===== src/rtl/sram_controller_pkg.sv =====
// Shared widths, address base and FSM encoding for the 32-bit-over-16-bit SRAM controller.
package sram_controller_pkg;

  localparam int unsigned REGISTER_LEN  = 32;
  localparam int unsigned SRAM_DATA_LEN = 16;
  localparam int unsigned SRAM_ADDR_LEN = 18;
  localparam int unsigned WORD_LEN      = SRAM_ADDR_LEN - 1;

  localparam logic [REGISTER_LEN-1:0] DATA_MEM_BASE = 32'd1024;

  typedef enum logic [1:0] {
    StIdle,
    StLow,
    StHigh,
    StDone
  } state_e;

  // Word index inside the SRAM; out-of-range addresses simply wrap.
  function automatic logic [WORD_LEN-1:0] word_of(input logic [REGISTER_LEN-1:0] addr);
    return WORD_LEN'((addr - DATA_MEM_BASE) >> 2);
  endfunction

endpackage


===== src/rtl/sram_controller_if.sv =====
// Pipeline memory-stage request bus plus the SRAM pin bundle.
interface sram_controller_if;
  import sram_controller_pkg::*;

  logic                     rd_en;
  logic                     wr_en;
  logic [REGISTER_LEN-1:0]  address;
  logic [REGISTER_LEN-1:0]  write_data;
  logic [REGISTER_LEN-1:0]  read_data;
  logic                     ready;
  logic [SRAM_ADDR_LEN-1:0] sram_addr;
  logic [SRAM_DATA_LEN-1:0] sram_dq_out;
  logic                     sram_dq_oe;
  logic [SRAM_DATA_LEN-1:0] sram_dq_in;
  logic                     sram_we_n;
  logic                     sram_oe_n;

  modport master (
    output rd_en, wr_en, address, write_data, sram_dq_in,
    input  read_data, ready, sram_addr, sram_dq_out, sram_dq_oe, sram_we_n, sram_oe_n
  );

  modport slave (
    input  rd_en, wr_en, address, write_data, sram_dq_in,
    output read_data, ready, sram_addr, sram_dq_out, sram_dq_oe, sram_we_n, sram_oe_n
  );

endinterface


===== src/rtl/sram_controller_wait_counter.sv =====
// Phase-length counter: done once Limit extra cycles have elapsed; saturates there.
module wait_counter #(
  parameter int unsigned Limit = 1
) (
  input  logic clk,
  input  logic rst,
  input  logic clr,
  input  logic en,
  output logic done
);

  logic [2:0] count_q;

  assign done = (count_q == 3'(Limit));

  always_ff @(posedge clk) begin
    if (rst || clr) begin
      count_q <= 3'd0;
    end else if (en && !done) begin
      count_q <= count_q + 3'd1;
    end
  end

endmodule


===== src/rtl/sram_controller.sv =====
// Splits each 32-bit load/store into two 16-bit SRAM accesses, stalling the pipeline meanwhile.
module sram_controller
  import sram_controller_pkg::*;
#(
  parameter int unsigned WAIT_CYCLES = 1
) (
  input  logic               clk,
  input  logic               rst,
  sram_controller_if.slave   bus
);

  state_e                  state_q;
  logic                    op_write_q;
  logic [REGISTER_LEN-1:0] addr_q;
  logic [REGISTER_LEN-1:0] wdata_q;
  logic [REGISTER_LEN-1:0] rdata_q;

  logic request;
  logic in_access;
  logic cnt_clr;
  logic cnt_done;

  assign request   = bus.rd_en | bus.wr_en;
  assign in_access = (state_q == StLow) || (state_q == StHigh);
  // Clearing on the final cycle of a phase gives the next phase a fresh count.
  assign cnt_clr   = !in_access || cnt_done;

  wait_counter #(
    .Limit (WAIT_CYCLES)
  ) u_wait_counter (
    .clk  (clk),
    .rst  (rst),
    .clr  (cnt_clr),
    .en   (in_access),
    .done (cnt_done)
  );

  always_ff @(posedge clk) begin
    if (rst) begin
      state_q    <= StIdle;
      op_write_q <= 1'b0;
      addr_q     <= '0;
      wdata_q    <= '0;
      rdata_q    <= '0;
    end else begin
      unique case (state_q)
        StIdle: begin
          if (request) begin
            op_write_q <= bus.wr_en;
            addr_q     <= bus.address;
            wdata_q    <= bus.write_data;
            state_q    <= StLow;
          end
        end
        StLow: begin
          if (cnt_done) begin
            if (!op_write_q) rdata_q[15:0] <= bus.sram_dq_in;
            state_q <= StHigh;
          end
        end
        StHigh: begin
          if (cnt_done) begin
            if (!op_write_q) rdata_q[31:16] <= bus.sram_dq_in;
            state_q <= StDone;
          end
        end
        StDone: state_q <= StIdle;
        default: state_q <= StIdle;
      endcase
    end
  end

  // Reset forces the idle pin state immediately so an aborted store cannot strobe again.
  always_comb begin
    bus.sram_addr   = '0;
    bus.sram_dq_out = '0;
    bus.sram_dq_oe  = 1'b0;
    bus.sram_we_n   = 1'b1;
    bus.sram_oe_n   = 1'b1;
    if (!rst && in_access) begin
      bus.sram_addr = {word_of(addr_q), state_q == StHigh};
      if (op_write_q) begin
        bus.sram_dq_oe  = 1'b1;
        bus.sram_we_n   = 1'b0;
        bus.sram_dq_out = (state_q == StHigh) ? wdata_q[31:16] : wdata_q[15:0];
      end else begin
        bus.sram_oe_n = 1'b0;
      end
    end
  end

  always_comb begin
    bus.ready = 1'b0;
    if (rst || state_q == StIdle) begin
      bus.ready = !request;
    end else if (state_q == StDone) begin
      bus.ready = 1'b1;
    end
  end

  assign bus.read_data = rdata_q;

endmodule


===== src/flat_wrapper.sv =====
// flat-port wrapper written by rule: the top's interface ports become plain ports
module sram_controller_flat import sram_controller_pkg::*;
#(
  parameter int unsigned WAIT_CYCLES = 1
)
  (clk, rst, bus_rd_en, bus_wr_en, bus_address, bus_write_data, bus_sram_dq_in, bus_read_data, bus_ready, bus_sram_addr, bus_sram_dq_out, bus_sram_dq_oe, bus_sram_we_n, bus_sram_oe_n);
  sram_controller_if bus_i ();
  input  logic clk;
  input  logic rst;
  input wire logic [$bits(bus_i.rd_en)-1:0] bus_rd_en;
  input wire logic [$bits(bus_i.wr_en)-1:0] bus_wr_en;
  input wire logic [$bits(bus_i.address)-1:0] bus_address;
  input wire logic [$bits(bus_i.write_data)-1:0] bus_write_data;
  input wire logic [$bits(bus_i.sram_dq_in)-1:0] bus_sram_dq_in;
  output wire logic [$bits(bus_i.read_data)-1:0] bus_read_data;
  output wire logic [$bits(bus_i.ready)-1:0] bus_ready;
  output wire logic [$bits(bus_i.sram_addr)-1:0] bus_sram_addr;
  output wire logic [$bits(bus_i.sram_dq_out)-1:0] bus_sram_dq_out;
  output wire logic [$bits(bus_i.sram_dq_oe)-1:0] bus_sram_dq_oe;
  output wire logic [$bits(bus_i.sram_we_n)-1:0] bus_sram_we_n;
  output wire logic [$bits(bus_i.sram_oe_n)-1:0] bus_sram_oe_n;
  assign bus_i.rd_en = bus_rd_en;
  assign bus_i.wr_en = bus_wr_en;
  assign bus_i.address = bus_address;
  assign bus_i.write_data = bus_write_data;
  assign bus_i.sram_dq_in = bus_sram_dq_in;
  assign bus_read_data = bus_i.read_data;
  assign bus_ready = bus_i.ready;
  assign bus_sram_addr = bus_i.sram_addr;
  assign bus_sram_dq_out = bus_i.sram_dq_out;
  assign bus_sram_dq_oe = bus_i.sram_dq_oe;
  assign bus_sram_we_n = bus_i.sram_we_n;
  assign bus_sram_oe_n = bus_i.sram_oe_n;
  sram_controller #(.WAIT_CYCLES(WAIT_CYCLES)) u_core (.clk(clk), .rst(rst), .bus(bus_i));
endmodule

===== config.mk =====
export PLATFORM = sky130hd
export DESIGN_NAME = sram_controller_flat
export DESIGN_NICKNAME = d
export VERILOG_FILES = /design/src/rtl/sram_controller_pkg.sv /design/src/rtl/sram_controller_if.sv /design/src/rtl/sram_controller_wait_counter.sv /design/src/rtl/sram_controller.sv /design/src/flat_wrapper.sv
export SDC_FILE = /design/constraint.sdc
export NUM_CORES = 1
export LEC_CHECK = 0
export CAP_MARGIN = 20
export CORE_ASPECT_RATIO = 1.5
export CORE_MARGIN = 10
export CORE_UTILIZATION = 44
export CTS_BUF_LIST = sky130_fd_sc_hd__clkbuf_4
export CTS_CLUSTER_DIAMETER = 150
export DETAILED_ROUTE_END_ITERATION = 16
export PLACE_DENSITY = 0.79
export SYNTH_ARGS = -nofsm -noshare
export SYNTH_HDL_FRONTEND = slang
export SYNTH_HIERARCHICAL = 1
export SYNTH_SLANG_ARGS = --single-unit

===== constraint.sdc =====
create_clock -name clk -period 2.9 [get_ports clk]
set_input_delay 0.87 -clock clk [delete_from_list [all_inputs] [get_ports clk]]
set_output_delay 0.87 -clock clk [all_outputs]
set_load 0.02 [all_outputs]

==> impl_metrics.env, run 1 <==
export IMPL_status="finished, violations left"
export IMPL_violations="setup timing"
export IMPL_cts_root_buf="clkbuf_4"
export IMPL_path_cells="inv_2, ha_4, or4b_4, or3_1, a21oi_1, buf_4"
export IMPL_hpwl_um=8100
export IMPL_die_h_um=132
export IMPL_final_nets=710
export IMPL_clkSlewWorstSetupHoldPaths_ns=0.13
export IMPL_r2r_start="u_core/state_q[1]$_SDFFE_PP0P_"
export IMPL_ctsHtreeMaxLevel=3
export IMPL_dr_total_vias=3681
export IMPL_instances_no_fill=728
export IMPL_rows=40
export IMPL_post_route_period_util_pct=102
export IMPL_max_freq_mhz=337
export IMPL_peakVddDrop_uv=436
export IMPL_hold_end="u_core/addr_q[4]$_SDFFE_PP0P_"
export IMPL_hold_viol_final=0
export IMPL_area_delta_synth_final_pct=44.2
export IMPL_drt_iter0_markers=147
export IMPL_grt_max_degree=85
export IMPL_ff2ff_path_depth=6
export IMPL_yosysUniqueCellTypes=32
export IMPL_final_cell_mix="166 x nand2_1, 99 x clkdlybuf4s50_1, 86 x a21oi_1, 83 x dfxtp_1, 26 x buf_2"
export IMPL_dr_pass1_iters=4
export IMPL_maxSlewViolCount=0
export IMPL_grt_antenna_before_repair=0
export IMPL_layout_cells_most_common="nand2_1"
export IMPL_setup_viol=2
export IMPL_min_path_type="reg -> reg"
export IMPL_io_buffers=138
export IMPL_initial_core_util_pct=45.5
export IMPL_drc=0
export IMPL_yosys_warnings=6
export IMPL_synth_top_family_by_area="simple AND/OR/NAND/NOR gates"
export IMPL_track_usage_pct=17.1
export IMPL_cts_tree="built"
export IMPL_grt_pass1_vias=3605
export IMPL_rr_endpoint="u_core/bus.read_data[24]$_SDFFE_PP0P_"
export IMPL_fillers=733
export IMPL_rsz0062_at_grt="true"
export IMPL_synth_async_sr_flop_share_pct=0
export IMPL_avgViaCountPerCell=5.06
export IMPL_end_kind="output port"
export IMPL_synthCells=476
export IMPL_crit_buf_inv=2
export IMPL_worst_endpoint_arrival_ns=2.10
export IMPL_placed_cells=712
export IMPL_maxSlewHeadroom_pct=41.7
export IMPL_core_area_sq_mm=0.00806
export IMPL_ant_nets=0
export IMPL_crit_type="reg -> out"
export IMPL_diodes=0
export IMPL_cp_start_kind="flop"
export IMPL_numCtsBuffers=9
export IMPL_synthAdderAreaFrac_pct=2.39
export IMPL_synth_compound_area_share_pct=15.0
export IMPL_wl_per_cell_um=15.1
export IMPL_grt_first_pass_wirelength_um=17400
export IMPL_drt_total_wl_um=11000
export IMPL_worst_pin_slew_ns=0.874
export IMPL_drive_gt1_share_pct=14.4
export IMPL_pre_cts_slack_ns=-0.257
export IMPL_power_density_mw_per_mm2=713
export IMPL_cpPeakStageDelay_ns=0.49
export IMPL_final_setup_skew_ns=0.0101
export IMPL_worst_r2r_setup_slack_ns=1.05
export IMPL_cp_depth=6
export IMPL_syn_area_per_cell_sq_um=7.69
export IMPL_num_io_pins=154
export IMPL_cp_top_family="simple AND/OR/NAND/NOR gates"
export IMPL_crit_path_max_fanout=5
export IMPL_synth_edf_count=0
export IMPL_synth_cell_area_sq_mm=0.00366
export IMPL_dieWidth_um=94.5
export IMPL_cap_violations=0
export IMPL_synth_seq_area_share_pct=47.6
export IMPL_fp_dieArea_sq_mm=0.0124
export IMPL_syn_nets=567
export IMPL_clockBufferDepth=2
export IMPL_min_path_cells=2
export IMPL_synth_main_ff_cell="dfxtp_1"
export IMPL_synth_xor_area_share_pct=0.478
export IMPL_fin_ws_ns=-0.0700
export IMPL_cp_startpoint="u_core/addr_q[11]$_SDFFE_PP0P_"
export IMPL_power_leakage_uw=0.00206
export IMPL_synthMuxAreaShare_pct=5.23
export IMPL_cts_sinks=87
export IMPL_cp_slowest_cell="or4b_4"
export IMPL_place_congestion=0.759
export IMPL_synth_seq_cells=87
export IMPL_cp_required_ns=2.03
export IMPL_hold_start="u_core/addr_q[4]$_SDFFE_PP0P_"
export IMPL_synth_simple_area_share_pct=25.3
export IMPL_grt_overflow=0
export IMPL_holdBufCountCts=0
export IMPL_insertion_delay_ns=0.43
export IMPL_layout_min_cycle_time_ns=2.97
==> kinds of logic after synthesis <==
logic type,after synthesis
flops,87
xor+xnor,2
mux,19
compound gates,102
buf+inv,38
fa+ha+maj,7
simple gates,221
==> worst max path at each step <==
stage / to / slack, ns
2_1_floorplan: bus_sram_dq_out[10] / 0.13
3_3_place_gp: bus_sram_addr[17] / -0.26
3_5_place_dp: bus_sram_addr[16] / -0.26
4_1_cts: bus_sram_addr[17] / -0.15
5_1_grt: bus_sram_addr[15] / -0.12
6_report: bus_sram_addr[15] / -0.07
==> power breakdown <==
part           total, uW  internal (uW)  switching [uW]
sequential          1470           1380            97.2
clock                639            247             391
combinational       1650            707             945
==> what timing repair did <==
| item | CTS | global route |
|---|---|---|
| buffers inserted | 1 | 0 |
| pin swaps | 3 | 3 |
| resized for setup | 119 | 42 |
| setup endpoints to repair | 38 | 34 |
==> cell usage after synthesis (3+ instances only) <==
cell type	count	area [sq um]
nand2_1	166	623
a21oi_1	87	435
dfxtp_1	87	1740
nor2_1	25	93.8
clkbuf_1	24	90.1
mux2i_1	18	180
and2_1	9	56.3
ha_1	7	87.6
inv_1	7	26.3
nand2b_1	5	31.3
or3_1	5	31.3
buf_1	3	11.3
buf_2	3	15.0
o21a_1	3	22.5
o31ai_1	3	22.5
==> per-layer routing <==
metal	part of all wire [%]	vias up	wire, um	track usage [%]
met1	39	1690	4280	18.2
li1	-	1843	-	-
met4	1.8	0	199	6.76
met3	9.4	17	1030	5.87
met2	50	131	5500	29.6
met5	0	-	0	0
==> sequential cells by signal (all words and copies together), names as in the netlist <==
| signal | cells |
|---|---|
| u_core/bus.read_data | 32 |
| u_core/u_wait_counter/count_q | 3 |
| u_core/state_q | 2 |
| u_core/wdata_q | 32 |
| u_core/op_write_q | 1 |
| u_core/addr_q | 17 |
==> worst register-to-register path: stages (launching register included) <==
cell	delay [ns]
dfxtp_2	0.35
buf_4	0.12
ha_1	0.17
buf_4	0.24
nand3b_1	0.52
nand2_1	0.22
a21oi_1	0.09
==> final cells by class <==
| type | count | area [sq um] | share of cell area, % |
|---|---|---|---|
| clock buffers | 9 | 67.6 | 1.28 |
| clock inverters | 6 | 52.6 | 0.995 |
| inverters | 8 | 30.0 | 0.569 |
| multi-input cells | 351 | 1830 | 34.6 |
| flip-flops and latches | 87 | 1750 | 33.1 |
| well taps | 105 | 131 | 2.49 |
| repair buffers | 162 | 1430 | 27.0 |
==> through the flow <==
step | utilization, % | TNS [ns] | hold WS (ns) | cell area [sq um] | total power (uW)
3_3_place_gp | 65.3 | -6.55 | 0.438 | 5260 | 3090
2_1_floorplan | - | 0 | 0.432 | 3660 | 2490
5_1_grt | 65.5 | -0.225 | 0.476 | 5280 | 4020
4_1_cts | 66.8 | -0.269 | 0.460 | 5390 | 3760
3_5_place_dp | 65.3 | -7.04 | 0.442 | 5260 | 3140
6_report | 65.5 | -0.121 | 0.460 | 5280 | 3770
Note: power is estimated with default switching activity, not from simulation.
==> run 2: changes to the inputs <==
Settings changed: CTS_CLUSTER_SIZE set to 20.
==> results of run 2 <==
No change in the layout: final DEF, timing and power equal those of run 1.
==> run 3: changes to the inputs <==
Settings changed: CORE_MARGIN 10 to 2.
==> run 3 against run 2 <==
  * The flow still finishes with violations (setup timing)
  * Non-clock buffer count shrank 1
  * Global-route usage grew 4.9 points
  * Combinational power is essentially flat
  * Total power grew 5.6%
  * Hold slack is essentially flat
  * Sequential share of layout area shrank 0.52 points
  * Die area shrank 27%
  * Design area grew 1.6%
  * Critical path depth is the same
  * First-iteration DRC count grew 10%
  * Critical path type unchanged
==> impl_metrics.env, run 3 (same netlist as run 1, synthesis figures left out) <==
export IMPL_cts_tree="built"
export IMPL_rows=40
export IMPL_final_cell_area_sq_mm=0.00537
export IMPL_cp_start_kind="flop"
export IMPL_setup_tns_ns=-0.0873
export IMPL_ctsHtreeMaxLevel=3
export IMPL_final_nets=709
export IMPL_end_kind="output port"
export IMPL_wl_per_cell_um=13.5
export IMPL_cts_sinks=87
export IMPL_cap_violations=0
export IMPL_crit_type="reg -> out"
export IMPL_power_density_mw_per_mm2=741
export IMPL_peakVddDrop_uv=397
export IMPL_rr_endpoint="u_core/bus.read_data[19]$_SDFFE_PP0P_"
export IMPL_r2r_start="u_core/u_wait_counter/count_q[1]$_SDFFE_PP0P_"
export IMPL_rsz0062_at_grt="true"
export IMPL_dr_total_vias=3706
export IMPL_fin_ws_ns=-0.0701
export IMPL_fp_dieArea_sq_mm=0.00908
export IMPL_holdBufCountCts=0
export IMPL_setup_viol=2
export IMPL_track_usage_pct=22.0
export IMPL_max_freq_mhz=337
export IMPL_layout_cells_most_common="nand2_1"
export IMPL_layout_min_cycle_time_ns=2.97
export IMPL_grt_max_degree=82
export IMPL_diodes=0
export IMPL_timing_hold_ws_ns=0.460
export IMPL_status="finished, violations left"
export IMPL_place_congestion=0.756
export IMPL_min_path_cells=2
export IMPL_dpl_cell_area_sq_mm=0.00528
export IMPL_cp_required_ns=2.03
export IMPL_hpwl_um=7000
export IMPL_p_total_uw=3970
export IMPL_area_delta_synth_final_pct=46.5
export IMPL_final_cell_mix="166 x nand2_1, 99 x clkdlybuf4s50_1, 85 x a21oi_1, 83 x dfxtp_1, 25 x nor2_1"
export IMPL_maxSlewViolCount=0
export IMPL_hold_viol_final=0
export IMPL_dieWidth_um=78.5
export IMPL_core_area_sq_mm=0.00806
export IMPL_crit_path_max_fanout=4
export IMPL_io_buffers=138
export IMPL_cts_root_buf="clkbuf_4"
export IMPL_dr_pass1_iters=4
export IMPL_grt_first_pass_wirelength_um=15800
export IMPL_ant_nets=0
export IMPL_ff2ff_path_depth=6
export IMPL_initial_core_util_pct=45.5
export IMPL_numCtsBuffers=9
export IMPL_maxSlewHeadroom_pct=45.8
export IMPL_die_h_um=116
export IMPL_post_route_period_util_pct=102
export IMPL_hold_end="u_core/addr_q[2]$_SDFFE_PP0P_"
export IMPL_grt_pass1_vias=3553
export IMPL_drt_iter0_markers=162
export IMPL_grt_overflow=0
export IMPL_worst_r2r_setup_slack_ns=1.04
export IMPL_drive_gt1_share_pct=14.4
export IMPL_insertion_delay_ns=0.43
export IMPL_worst_pin_slew_ns=0.813
export IMPL_cp_startpoint="u_core/addr_q[11]$_SDFFE_PP0P_"
export IMPL_min_path_type="reg -> reg"
export IMPL_placed_cells=711
export IMPL_drc=0
export IMPL_hold_start="u_core/addr_q[2]$_SDFFE_PP0P_"
export IMPL_grt_antenna_before_repair=0
export IMPL_drt_total_wl_um=9800
export IMPL_num_io_pins=154
export IMPL_power_leakage_uw=0.00209
export IMPL_instances_no_fill=728
export IMPL_clockBufferDepth=2
export IMPL_violations="setup timing"
export IMPL_worst_endpoint_arrival_ns=2.10
export IMPL_final_setup_skew_ns=0.00924
export IMPL_avgViaCountPerCell=5.09
export IMPL_clkSlewWorstSetupHoldPaths_ns=0.12
-- run 3: cell count changes in the layout (fill, tap and decap cells not counted), moves of 2 or more --
cell | before | now
clkbuf_2 | 5 | 12
dlygate4sd2_1 | 1 | 7
a21oi_2 | 0 | 2
buf_12 | 2 | 4
buf_4 | 25 | 20
bufinv_16 | 1 | 3
clkinv_1 | 4 | 1
buf_2 | 26 | 17
-- run 3: per-stage QoR --
stage          setup WS [ns]  utilization (%)
6_report             -0.0701             66.6
5_1_grt               -0.164             66.6
4_1_cts              -0.0770             67.3
3_5_place_dp          -0.265             65.5
3_3_place_gp          -0.259             65.5
2_1_floorplan          0.130                -
-- run 3: critical path: stages (launching register included) --
cell and delay (ns):
dfxtp_2 0.34, inv_2 0.06, ha_4 0.12, or4b_4 0.47, or3_4 0.39, a21oi_2 0.16
buf_6 0.13
-- run 3: area by class of cell --
cell class | instances | area (sq um)
Multi-Input combinational cell | 351 | 1820
Timing Repair Buffer | 161 | 1450
Tap cell | 105 | 131
Clock inverter | 6 | 109
Sequential cell | 87 | 1750
Fill cell | 692 | 2690
Clock buffer | 10 | 75.1
Inverter | 8 | 30.0
-- run 3: metal layers --
layer / vias up / track usage (%) / routed length, um
li1: 1840 / - / -
met1: 1717 / 22.9 / 3810
met2: 130 / 41.4 / 5220
met3: 19 / 4.60 / 525
met4: 0 / 10.9 / 247
met5: - / 0 / 0
-- run 3: timing repair --
| item | CTS | global route |
|---|---|---|
| gates resized for setup | 105 | 31 |
| setup endpoints to repair | 38 | 24 |
| pin swaps | 3 | 4 |
| buffers inserted | 0 | 1 |
-- run 3: power breakdown --
part	internal, uW	total [uW]	switching (uW)
clock network	443	837	394
logic	733	1660	926
registers	1380	1480	101
-- run 3: worst max-delay path by stage --
stage	depth (start not counted)	endpoint
final	6	bus_sram_addr[15]
after global routing	6	bus_sram_addr[15]
after CTS	6	bus_sram_addr[17]
after detailed placement	5	bus_sram_addr[14]
after global placement	5	bus_sram_addr[14]
after floorplan	4	bus_sram_dq_out[10]
